[config.mk]
export PLATFORM = sky130hd
export DESIGN_NAME = regfile_access_sequencer
export DESIGN_NICKNAME = d
export VERILOG_FILES = /design/src/rtl/regseq_pkg.sv /design/src/rtl/regseq_cmd_fifo.sv /design/src/rtl/regfile_access_sequencer.sv
export SDC_FILE = /design/constraint.sdc
export NUM_CORES = 1
export LEC_CHECK = 0
export CORE_ASPECT_RATIO = 2
export CORE_UTILIZATION = 56
export DETAILED_ROUTE_END_ITERATION = 7
export PLACE_DENSITY = 0.84
export SETUP_SLACK_MARGIN = 0.02
export SLEW_MARGIN = 25
export SYNTH_ARGS = -nofsm -noshare
export SYNTH_HDL_FRONTEND = slang
export SYNTH_SLANG_ARGS = --single-unit
[constraint.sdc]
create_clock -name In_Clock_50MHz -period 5.65 [get_ports In_Clock_50MHz]
set_input_delay 1.13 -clock In_Clock_50MHz [delete_from_list [all_inputs] [get_ports In_Clock_50MHz]]
set_output_delay 1.13 -clock In_Clock_50MHz [all_outputs]
set_load 0.05 [all_outputs]
[src/rtl/regseq_pkg.sv]
// regseq_pkg: FSM state encoding and command record shared by the register-file sequencer.
// Command fields are sized for the widest supported configuration; users slice what they need.
package regseq_pkg;
  localparam int unsigned CMD_AW = 8;
  localparam int unsigned CMD_BW = 64;
  typedef enum logic [2:0] {IDLE, ISSUE, WAIT, RESP, VRD, VWAIT} state_t;
  typedef struct packed {
    logic              write;
    logic [CMD_AW-1:0] address;
    logic [CMD_BW-1:0] data;
  } cmd_t;
endpackage

[src/rtl/regseq_cmd_fifo.sv]
// regseq_cmd_fifo: synchronous command FIFO with full/empty flags, power-of-two depth.
module regseq_cmd_fifo
  import regseq_pkg::*;
#(
  parameter  int P_Depth = 4,
  localparam int PW      = $clog2(P_Depth)
) (
  input  logic clk_i,
  input  logic rst_ni,
  input  logic push_i,
  input  cmd_t data_i,
  input  logic pop_i,
  output cmd_t data_o,
  output logic full_o,
  output logic empty_o
);
  cmd_t          mem_q [P_Depth];
  logic [PW-1:0] wptr_q, rptr_q;
  logic [PW:0]   cnt_q;
  logic          push, pop;
  assign full_o  = cnt_q == (PW+1)'(P_Depth);
  assign empty_o = cnt_q == '0;
  assign data_o  = mem_q[rptr_q];
  assign push    = push_i && !full_o;
  assign pop     = pop_i && !empty_o;
  always_ff @(posedge clk_i or negedge rst_ni) begin
    if (!rst_ni) begin
      wptr_q <= '0;
      rptr_q <= '0;
      cnt_q  <= '0;
    end else begin
      if (push) wptr_q <= wptr_q + PW'(1);
      if (pop) rptr_q <= rptr_q + PW'(1);
      cnt_q <= cnt_q + (PW+1)'(push) - (PW+1)'(pop);
    end
  end
  always_ff @(posedge clk_i) begin
    if (push) mem_q[wptr_q] <= data_i;
  end
endmodule

[src/rtl/regfile_access_sequencer.sv]
// regfile_access_sequencer: buffers valid/ready register commands, issues single-cycle RF strobes, returns responses.
// Define REGSEQ_WRITE_VERIFY_EN to read back every in-range write and flag a mismatch as an error.
module regfile_access_sequencer
  import regseq_pkg::*;
#(
  parameter  int P_RegWidth    = 8,
  parameter  int P_BitWidth    = 32,
  parameter  int P_FifoDepth   = 4,
  parameter  int P_ReadLatency = 1,
  localparam int AW            = $clog2(P_RegWidth)
) (
  input  logic                  In_Clock_50MHz,
  input  logic                  In_Reset_n,
  input  logic                  In_CmdValid,
  output logic                  Out_CmdReady,
  input  logic                  In_CmdWrite,
  input  logic [AW-1:0]         In_CmdAddress,
  input  logic [P_BitWidth-1:0] In_CmdData,
  output logic                  Out_RspValid,
  input  logic                  In_RspReady,
  output logic [P_BitWidth-1:0] Out_RspData,
  output logic [AW-1:0]         Out_RspAddress,
  output logic                  Out_RspError,
  output logic [AW-1:0]         Out_RF_Address,
  output logic [P_BitWidth-1:0] Out_RF_WriteData,
  output logic                  Out_RF_Write,
  output logic                  Out_RF_Read,
  input  logic [P_BitWidth-1:0] In_RF_ReadData,
  output logic                  Out_Busy
);
  state_t                state_q, state_d;
  cmd_t                  cmd_in, head;
  logic                  full, empty, pop, in_range, last, unused_head;
  logic                  wr_q, wr_d, err_q, err_d;
  logic [1:0]            cnt_q, cnt_d;
  logic [AW-1:0]         rf_addr_q, rf_addr_d, rsp_addr_q, rsp_addr_d;
  logic [P_BitWidth-1:0] rf_wdata_q, rf_wdata_d, rsp_data_q, rsp_data_d;
  always_comb begin
    cmd_in         = '0;
    cmd_in.write   = In_CmdWrite;
    cmd_in.address = CMD_AW'(In_CmdAddress);
    cmd_in.data    = CMD_BW'(In_CmdData);
  end
  regseq_cmd_fifo #(.P_Depth(P_FifoDepth)) u_fifo (
    .clk_i  (In_Clock_50MHz),
    .rst_ni (In_Reset_n),
    .push_i (In_CmdValid),
    .data_i (cmd_in),
    .pop_i  (pop),
    .data_o (head),
    .full_o (full),
    .empty_o(empty)
  );
  assign unused_head = ^head.data[CMD_BW-1:P_BitWidth];
  assign in_range    = head.address < CMD_AW'(P_RegWidth);
  assign last        = cnt_q == 2'(P_ReadLatency);
  always_comb begin
    state_d    = state_q;
    cnt_d      = cnt_q;
    wr_d       = wr_q;
    err_d      = err_q;
    rf_addr_d  = rf_addr_q;
    rf_wdata_d = rf_wdata_q;
    rsp_addr_d = rsp_addr_q;
    rsp_data_d = rsp_data_q;
    pop        = 1'b0;
    case (state_q)
      IDLE: if (!empty) begin
        pop        = 1'b1;
        state_d    = ISSUE;
        wr_d       = head.write;
        err_d      = !in_range;
        rsp_addr_d = head.address[AW-1:0];
        rsp_data_d = '0;
        // RF bus only moves for commands that will actually strobe it
        rf_addr_d  = in_range ? head.address[AW-1:0] : rf_addr_q;
        rf_wdata_d = in_range && head.write ? head.data[P_BitWidth-1:0] : rf_wdata_q;
      end
      ISSUE: begin
        cnt_d = 2'd1;
`ifdef REGSEQ_WRITE_VERIFY_EN
        state_d = err_q ? RESP : wr_q ? VRD : WAIT;
`else
        state_d = err_q || wr_q ? RESP : WAIT;
`endif
      end
      WAIT: begin
        cnt_d = cnt_q + 2'd1;
        if (last) begin
          state_d    = RESP;
          rsp_data_d = In_RF_ReadData;
        end
      end
`ifdef REGSEQ_WRITE_VERIFY_EN
      VRD: begin
        cnt_d   = 2'd1;
        state_d = VWAIT;
      end
      VWAIT: begin
        cnt_d = cnt_q + 2'd1;
        if (last) begin
          state_d    = RESP;
          rsp_data_d = In_RF_ReadData;
          err_d      = In_RF_ReadData != rf_wdata_q;
        end
      end
`endif
      RESP: if (In_RspReady) state_d = IDLE;
      default: state_d = IDLE;
    endcase
  end
  always_ff @(posedge In_Clock_50MHz or negedge In_Reset_n) begin
    if (!In_Reset_n) begin
      state_q    <= IDLE;
      cnt_q      <= '0;
      wr_q       <= 1'b0;
      err_q      <= 1'b0;
      rf_addr_q  <= '0;
      rf_wdata_q <= '0;
      rsp_addr_q <= '0;
      rsp_data_q <= '0;
    end else begin
      state_q    <= state_d;
      cnt_q      <= cnt_d;
      wr_q       <= wr_d;
      err_q      <= err_d;
      rf_addr_q  <= rf_addr_d;
      rf_wdata_q <= rf_wdata_d;
      rsp_addr_q <= rsp_addr_d;
      rsp_data_q <= rsp_data_d;
    end
  end
  assign Out_CmdReady     = !full;
  assign Out_RspValid     = state_q == RESP;
  assign Out_RspData      = rsp_data_q;
  assign Out_RspAddress   = rsp_addr_q;
  assign Out_RspError     = err_q;
  assign Out_RF_Address   = rf_addr_q;
  assign Out_RF_WriteData = rf_wdata_q;
  assign Out_RF_Write     = state_q == ISSUE && wr_q && !err_q;
`ifdef REGSEQ_WRITE_VERIFY_EN
  assign Out_RF_Read      = (state_q == ISSUE && !wr_q && !err_q) || state_q == VRD;
`else
  assign Out_RF_Read      = state_q == ISSUE && !wr_q && !err_q;
`endif
  assign Out_Busy         = !empty || state_q != IDLE;
endmodule
==> flow_summary_export.csv <==
group,metric,value,unit
synth,synth-seq-area-share,74.90,%
worst_setup_path,path_cells,"inv_1 -> ha_1 -> or4b_4 -> clkdlybuf4s50_1",
synth,yosys.area.top_type_share,51.40,%
drt,dr.pass1.iters,4,
worst_setup_path,r2r_cells,4,
sta,fin_ws,1914,ps
placed_design,port_buffers,146,
cts,cts_max_level,1,
synth,async_reset_ff_share,35.43,%
drt,routed_wl,16.40,mm
finish,area_delta_synth_final,26.23,%
sta,maxSlewViolCount,0,
floorplanning,std_cell_rows,63,
finish,antenna_cells,0,
synth,synthesis.instances,412,
worst_setup_path,required,4520,ps
finish,final_area,10620,um2
sta,max_freq,267.7,MHz
synth,syn_nets,497,
sta,min_period,3736,ps
floorplanning,die_h,175.3,um
worst_setup_path,critPathArrivalTime,2610,ps
drt,drt-vias-per-instance,5.648,
sta,setup_viol,0,
cts,cts_root_buf,"clkbuf_16",
cts,post-cts-setup-buffers,0,
synth,synth_edf_count,144,
floorplanning,dieArea,15550,um2
worst_setup_path,path_class,"flop to primary output",
finish,multi_input_area,1926,um2
synth,avgSynthCellArea,20.42,um2
power_and_ir_drop,total_leakage_power,3.918,nW
sta,rsz0062_at_grt,"false",
drt,wl_per_cell,21.41,um
synth,synth_seq_cells,223,
synth,ys_types,33,
finish,regArea,6304,um2
worst_setup_path,cp-end-kind,"primary output",
sta,fin_setup_tns,0,ps
cts,cts.path.max_buffers,3,
synth,synth_top_cell_by_area,"edfxtp_1",
global_route,grt_remaining_overflow,0,
cts,cts_tree,"yes",
floorplanning,dieWidth,88.67,um
worst_setup_path,worstSetupEndpoint,"Out_Busy",
sta,tightest_slew,963.7,ps
finish,nFillCells,878,
worst_setup_path,startpoint,"state_q[0]$_DFFE_PN0P_",
floorplanning,fp.coreArea,14740,um2
cts,cts_resized,0,
finish,final_common_cell,"clkdlybuf4s50_1",
synth,netlist_top_cells_area,"edfxtp_1, dfrtp_1, mux4_2",
sta,fin_hold_ws,493.2,ps
cts,clock-sinks,223,
placed_design,dpl_cell_area,9977,um2
worst_setup_path,r2r_slack,2860,ps
worst_setup_path,cp_max_fo,5,
job,maxCapViolations,0,
floorplanning,initial_core_util,57.07,%
min_path,whs_path_depth,1,
cts,insertion_delay,490,ps
drt,drt-initial-drc-count,249,
sta,period_share,66.13,%
cts,path_clk_slew,70,ps
cts,ctsHoldBuffers,0,
drt,drc,0,
placed_design,gp_congestion,0.7098,
finish,nNetsFinal,643,
global_route,grt_start_max_net_pins,80,
placed_design,place_ws,2316,ps
power_and_ir_drop,irDropWorstVdd,0.3345,mV
floorplanning,ios,148,
worst_setup_path,startpoint_type,"flop",
min_path,hold_path.class,"flop to flop",
sta,fin_worst_skew,20.06,ps
sta,relSlewSlack,35.76,%
synth,synth-main-ff-cell,"edfxtp_1",
power_and_ir_drop,power_density,608.3,nW/um2
global_route,grt_first_pass_wirelength,25.05,mm
placed_design,hpwl,10.32,mm
global_route,grt_usage,22.02,%
worst_setup_path,cp_slowest_stage_delay,720,ps
sta,hold_violations,0,
synth,yosysWarnings,0,
cts,cts_buffers,19,
finish,drive_gt1_share,18.74,%
status,status,"completed",
worst_setup_path,r2r_end,"Out_RF_WriteData[20]$_DFFE_PN0P_",
global_route,antenna_found_initial,0,
drt,ant_nets,0,
drt,vias,4326,
worst_setup_path,slowest_stage,"clkdlybuf4s50_1",
global_route,grt_pass1_vias,4684,
worst_setup_path,r2r_start,"u_fifo.rptr_q[0]$_DFFE_PN0P_",
finish,layout_common_cells,"clkdlybuf4s50_1, edfxtp_1, dfrtp_1",
synth,synth.cell_area,8413,um2
[worst min-delay path by stage]
stage	slack, ps	start	end
after floorplan	480	wr_q$_DFFE_PN0P_	wr_q$_DFFE_PN0P_
after detailed placement	480	Out_RF_WriteData[4]$_DFFE_PN0P_	Out_RF_WriteData[4]$_DFFE_PN0P_
after global placement	480	Out_RF_WriteData[4]$_DFFE_PN0P_	Out_RF_WriteData[4]$_DFFE_PN0P_
after CTS	500	Out_RF_WriteData[4]$_DFFE_PN0P_	Out_RF_WriteData[4]$_DFFE_PN0P_
final	490	Out_RF_WriteData[4]$_DFFE_PN0P_	Out_RF_WriteData[4]$_DFFE_PN0P_
after global routing	520	Out_RspData[29]$_DFFE_PN0P_	Out_RspData[29]$_DFFE_PN0P_
[cell usage after synthesis, types with 2 or more instances]
cell type,number
and2_1,5
nand2b_1,2
mux2_2,29
buf_2,7
dfrtp_1,79
nor2_1,2
mux4_2,36
xnor2_1,5
inv_1,9
clkbuf_1,3
edfxtp_1,144
buf_6,7
a22o_1,32
nand2_1,13
ha_1,12
buf_4,5
mux2_1,6
[power by group]
part	internal, W	switching [W]
logic	0.00107	0.00158
clock network	0.000777	0.000546
registers	0.00224	0.000256
[area by class of cell]
cell class                 instances  area share (%)
inverter                          10          0.3534
sequential                       223           59.35
multi-input combinational        157           18.13
clock buffer                      24           4.748
timing repair buffer             147           13.84
clock inverter                    10           1.272
tap                              195           2.297
[flip-flops by register name, indices dropped and copies added (netlist names)]
signal,flops
u_fifo.mem_q,144
state_q,2
wr_q,1
Out_RF_Address,3
Out_RF_WriteData,32
u_fifo.rptr_q,2
u_fifo.wptr_q,2
u_fifo.cnt_q,3
Out_RspData,32
cnt_q,2
[cells by family after synthesis]
family                     synth area share [%]
DFF                                       74.90
muxes                                     14.32
AOI/OAI and AO/OA                         3.956
buffers and inverters                     2.380
and+or+nand+nor                           1.859
adders and majority gates                 2.023
xor gates and xnor gates                 0.5205
other                                   0.04457
[worst max-delay path, delay by kind of cell, from the launching register on]
| family | cells | cell delay (ps) |
|---|---|---|
| fa+ha+maj | 1 | 300 |
| flops | 1 | 430 |
| buf+inv | 2 | 840 |
| simple gates | 1 | 540 |
[layer usage]
metal / up-vias / global-route usage, % / part of all wire (%) / routed length, um
met4: 0 / 8.468 / 3.1 / 505
met3: 34 / 4.088 / 6.4 / 1055
met2: 194 / 40.93 / 56 / 9246
li1: 1895 / - / - / -
met1: 2203 / 23.96 / 34 / 5596
met5: - / 0 / 0 / 0
[through the flow]
step           util, %  instances  total power [W]
3_5_place_dp     67.69        732         0.005177
2_1_floorplan        -        412         0.004384
6_report         72.05        766         0.006461
5_1_grt          72.05        766         0.006737
4_1_cts          72.02        766         0.006531
3_3_place_gp     67.63        732         0.005047
No activity file was read; power rests on OpenSTA's default activity.
==> edit 1: new RTL, config.mk and constraints unchanged <==
Change the parameter `P_RegWidth` from 8 to 16.
--- a/src/rtl/regfile_access_sequencer.sv
+++ b/src/rtl/regfile_access_sequencer.sv
@@ -3,7 +3,7 @@
 module regfile_access_sequencer
   import regseq_pkg::*;
 #(
-  parameter  int P_RegWidth    = 8,
+  parameter  int P_RegWidth    = 16,
   parameter  int P_BitWidth    = 32,
   parameter  int P_FifoDepth   = 4,
   parameter  int P_ReadLatency = 1,
Interface: changed (resized In_CmdAddress, Out_RF_Address and Out_RspAddress); port bits go from 148 to 151. No check against the original RTL was run, so the function may have changed too.
==> edit 1 against the unedited design <==
Synthesized area increased by 2.4%. Sequential cell count increased by 5. Power increased by 1.0%. Global-route usage decreased by 0.34 points. Worst setup slack improved by 0.056 ns. Sequential power increased by 2%. Cell area increased by 2.0%. Register-to-register slack improved by 0.22 ns. Cell count increased by 1.6%. Sequential share of layout area increased by 0.20 points. Wire length increased by 0.63%. Largest cell class unchanged.
==> edit 1: results <==
export IMPL_cts_setup_buffers=0
export IMPL_fin_skew_ns=0.0134
export IMPL_drive_gt1_share_pct=15.1
export IMPL_clockBufferDepth=3
export IMPL_slowest_stage="clkdlybuf4s50_1"
export IMPL_drtIter0Drc=174
export IMPL_yosys_top_cells_area="edfxtp_1, dfrtp_1, mux4_2, mux2_1, a22o_1"
export IMPL_synthesis_nets=508
export IMPL_clkLatencyLatePin_ns=0.49
export IMPL_dpl_cell_area_um2=10200
export IMPL_clkPwrFrac_pct=20.3
export IMPL_p_switching_mw=2.43
export IMPL_vias=4335
export IMPL_ir_worst_vdd_mv=0.522
export IMPL_avgViaCountPerCell=5.57
export IMPL_synthArstFlopShare_pct=35.1
export IMPL_relSlewSlack_pct=32.2
export IMPL_port_buffer_count=149
export IMPL_clk_pin_slew_ns=0.07
export IMPL_ys_types=34
export IMPL_leakagePower_nw=3.99
export IMPL_grt_pass1_wl_um=24800
export IMPL_power_density_nw_per_um2=603
export IMPL_grt_max_degree=81
export IMPL_grtUsageTotal_pct=21.7
export IMPL_h_tree_depth=1
export IMPL_hold_path_class="flip-flop to flip-flop"
export IMPL_cts_buffers=19
export IMPL_gp_congestion=0.695
export IMPL_synth_cells=422
export IMPL_grt_pass1_vias=4679
export IMPL_status="finished, final reports clean"
export IMPL_synth_seq_area_share_pct=74.8
export IMPL_ys_top_cells_by_count="edfxtp_1, dfrtp_1, mux4_2"
export IMPL_dp_final_hpwl_um=10500
export IMPL_fin_nets=656
export IMPL_yosys_warnings=0
export IMPL_fillers=851
export IMPL_largest_reg_flops=148
export IMPL_firstDrtPassIters=4
export IMPL_placed_cells=744
export IMPL_routed_wl_um=16500
export IMPL_synth_edff_count=148
export IMPL_num_antenna_cells=0
## edit 1: changes by cell type in the layout (fill, tap and decap cells not counted), moves of 2 or more
cell / delta
clkdlybuf4s50_1: +3
clkinvlp_2: +2
edfxtp_1: +4
mux2_1: +22
mux2_2: -22
nand2_1: +3
## edit 1: final timing paths
| check | startpoint | end | slack, ns | cells past startpoint |
|---|---|---|---|---|
| max in group asynchronous | In_Reset_n | u_fifo.rptr_q[0]$_DFFE_PN0P_ | 4.43 | 1 |
| worst max register to register | u_fifo.cnt_q[1]$_DFF_PN0_ | u_fifo.cnt_q[2]$_DFF_PN0_ | 3.08 | 8 |
| worst max-delay path | state_q[1]$_DFFE_PN0P_ | Out_Busy | 1.97 | 4 |
| worst min-delay path | Out_RF_WriteData[28]$_DFFE_PN0P_ | Out_RF_WriteData[28]$_DFFE_PN0P_ | 0.49 | 1 |
| min in group asynchronous | In_Reset_n | Out_RspData[16]$_DFFE_PN0P_ | 0.68 | 1 |
| worst min register to register | Out_RF_WriteData[28]$_DFFE_PN0P_ | Out_RF_WriteData[28]$_DFFE_PN0P_ | 0.49 | 1 |
## edit 1: per-stage QoR
step	util [%]	setup slack [ns]
6_report	72.7	1.97
5_1_grt	72.7	1.88
4_1_cts	72.7	1.94
3_5_place_dp	68.4	2.23
3_3_place_gp	68.3	2.38
2_1_floorplan	-	2.80
## edit 1: cell families (layout without fill, tap and decap cells)
| kind of cell | count (synthesis) | in the layout | synth area share (%) |
|---|---|---|---|
| mux | 72 | 72 | 14.3 |
| simple gates | 32 | 32 | 2.00 |
| buf+inv | 33 | 194 | 2.51 |
| flops | 228 | 228 | 74.8 |
| fa+ha+maj | 13 | 13 | 1.98 |
| compound gates | 38 | 38 | 3.86 |
| xor+xnor | 5 | 5 | 0.508 |
| other cells | 1 | 1 | 0.0435 |
## edit 1: worst reg2reg max path, cell delays in order (launching register included)
cell	delay, ns
dfrtp_1	0.42
o31ai_2	0.60
inv_2	0.20
ha_1	0.33
inv_1	0.04
ha_1	0.18
fa_1	0.38
xnor2_1	0.20
xnor2_1	0.14
## edit 1: final cells by class
type | instances | share of cell area (%)
Multi-Input combinational cell | 161 | 18.1
Clock inverter | 12 | 1.35
Tap cell | 195 | 2.25
Timing Repair Buffer | 150 | 13.9
Clock buffer | 22 | 4.50
Sequential cell | 228 | 59.6
Inverter | 10 | 0.347
## edit 1: per-layer routing
| metal | wire length (um) | global-route usage [%] | up-vias |
|---|---|---|---|
| met3 | 957 | 3.26 | 35 |
| li1 | - | - | 1933 |
| met2 | 9230 | 40.2 | 171 |
| met4 | 595 | 9.39 | 0 |
| met5 | 0 | 0 | - |
| met1 | 5730 | 23.6 | 2196 |
==> edit 2: new RTL, same settings <==
Made on the original files. `rf_wdata_q` no longer has a reset.
--- a/src/rtl/regfile_access_sequencer.sv
+++ b/src/rtl/regfile_access_sequencer.sv
@@ -116,7 +116,6 @@
       wr_q       <= 1'b0;
       err_q      <= 1'b0;
       rf_addr_q  <= '0;
-      rf_wdata_q <= '0;
       rsp_addr_q <= '0;
       rsp_data_q <= '0;
     end else begin
@@ -125,10 +124,13 @@
       wr_q       <= wr_d;
       err_q      <= err_d;
       rf_addr_q  <= rf_addr_d;
-      rf_wdata_q <= rf_wdata_d;
       rsp_addr_q <= rsp_addr_d;
       rsp_data_q <= rsp_data_d;
     end
+  end
+
+  always_ff @(posedge In_Clock_50MHz) begin
+    rf_wdata_q <= rf_wdata_d;
   end
   assign Out_CmdReady     = !full;
   assign Out_RspValid     = state_q == RESP;
Behaviour: differs if In_Reset_n is asserted again (counterexample within 4 cycles, from zero or initial values and one cycle with In_Reset_n low); with In_Reset_n held inactive, the same outputs for 4 cycles.
==> edit 2 against the unedited design <==
Cell area up 0.75%. Sequential cell count did not move. Fmax rose by 8.1%. Cell count grew 4.6%. Register-to-register slack improved by 0.29 ns. Via count shrank 2.8%. Synthesized area rose by 0.79%. Power decreased by 0.31%. Wire length fell by 3.7%. Worst setup slack better by 0.28 ns. Critical endpoint unchanged.
==> edit 2: results <==
export IMPL_status="finished, final reports clean"
export IMPL_leakagePower_nw=3.86
export IMPL_fin_skew_ns=0.00841
export IMPL_drtIter0Drc=162
export IMPL_grt_pass1_wl_um=23500
export IMPL_dpl_cell_area_um2=10100
export IMPL_fillers=915
export IMPL_yosys_top_cells_area="edfxtp_1, dfrtp_1, mux4_2, mux2i_1, nand2_1"
export IMPL_vias=4204
export IMPL_hp_start="Out_RspData[30]$_DFFE_PN0P_"
export IMPL_grt_max_degree=48
export IMPL_synth_edff_count=176
export IMPL_synthesis_nets=526
export IMPL_drive_gt1_share_pct=13.7
export IMPL_cts_setup_buffers=0
export IMPL_ys_types=32
export IMPL_reg2reg_depth=8
export IMPL_r2r_end="u_fifo.cnt_q[2]$_DFF_PN0_"
export IMPL_cts_root_buf="clkbuf_16"
export IMPL_gp_congestion=0.693
export IMPL_hold_end="Out_RspData[30]$_DFFE_PN0P_"
export IMPL_synth_seq_area_share_pct=76.2
export IMPL_h_tree_depth=1
export IMPL_grt_pass1_vias=4424
export IMPL_grtUsageTotal_pct=20.7
export IMPL_ir_worst_vdd_mv=0.357
export IMPL_rrSetupSlack_ns=3.15
export IMPL_cts_buffers=20
export IMPL_synthFlopType="edfxtp_1"
export IMPL_rr_startpoint="u_fifo.cnt_q[1]$_DFF_PN0_"
export IMPL_synthArstFlopShare_pct=21.1
export IMPL_yosys_warnings=0
export IMPL_min_delay_path_depth=2
export IMPL_dp_final_hpwl_um=10300
export IMPL_clk_pin_slew_ns=0.07
export IMPL_fin_hold_ws_ns=0.518
export IMPL_wl_per_cell_um=19.7
export IMPL_fin_nets=677
export IMPL_cp_arrival_ns=2.33
export IMPL_cpPeakStageDelay_ns=0.70
export IMPL_ys_top_cells_by_count="edfxtp_1, dfrtp_1, nand2_1"
export IMPL_relSlewSlack_pct=35.6
export IMPL_largest_reg_flops=144
[edit 2: cell type report]
class                           instances  area [um2]  share of cell area (%)
Clock inverter                         12        95.1                   0.889
Inverter                               44         165                    1.54
Clock buffer                           24         537                    5.02
Sequential cell                       223        6460                    60.4
Multi-Input combinational cell        155        1720                    16.1
Timing Repair Buffer                  148        1470                    13.8
Tap cell                              195         244                    2.28
[edit 2: worst max path at each step]
stage	start	endpoint	slack [ns]	cells past startpoint
global placement	In_CmdValid	u_fifo.mem_q[2][15]$_DFFE_PP_	2.49	3
detailed placement	In_CmdValid	u_fifo.mem_q[3][16]$_DFFE_PP_	2.42	3
finish	state_q[0]$_DFFE_PN0P_	Out_Busy	2.19	5
global route	state_q[1]$_DFFE_PN0P_	Out_Busy	2.03	5
floorplan	In_CmdValid	u_fifo.mem_q[0][0]$_DFFE_PP_	2.94	2
CTS	state_q[0]$_DFFE_PN0P_	Out_Busy	2.18	5
[edit 2: through the flow]
stage	instances	total power [mW]	setup WS, ns
after detailed placement	765	5.20	2.42
after CTS	801	6.51	2.18
after floorplan	441	4.43	2.94
after global placement	765	5.08	2.49
final	801	6.44	2.19
after global routing	801	6.72	2.03
[edit 2: cell families after synthesis]
family	count (synthesis)	synth area share [%]
DFF	223	76.2
muxes	71	13.7
buffers and inverters	63	3.59
and+or+nand+nor	59	3.33
adders and majority gates	13	2.01
AOI/OAI and AO/OA	6	0.575
xor gates and xnor gates	5	0.516
other	1	0.0442
[edit 2: worst register-to-register path, cell delays in order, from the launching register on]
cell and delay, ns:
dfrtp_1 0.44, o31ai_2 0.55, inv_2 0.15, ha_1 0.31, inv_1 0.04, ha_1 0.19
fa_1 0.39, xnor2_1 0.22, xnor2_1 0.14
[edit 2: report_power, final]
part | total, mW | leakage, nW | switching (mW) | internal, mW
combinational | 2.54 | 1.35 | 1.57 | 0.975
clock | 1.30 | 0.300 | 0.568 | 0.730
sequential | 2.60 | 2.22 | 0.270 | 2.33
total | 6.44 | 3.86 | 2.41 | 4.03
[edit 2: metal layers]
layer  GRT usage [%]  routed length [um]  vias up
met2            39.4                8880      151
met3            3.51                 954       30
li1                -                   -     1928
met1            22.7                5590     2095
met5               0                   0        -
met4            6.48                 382        0
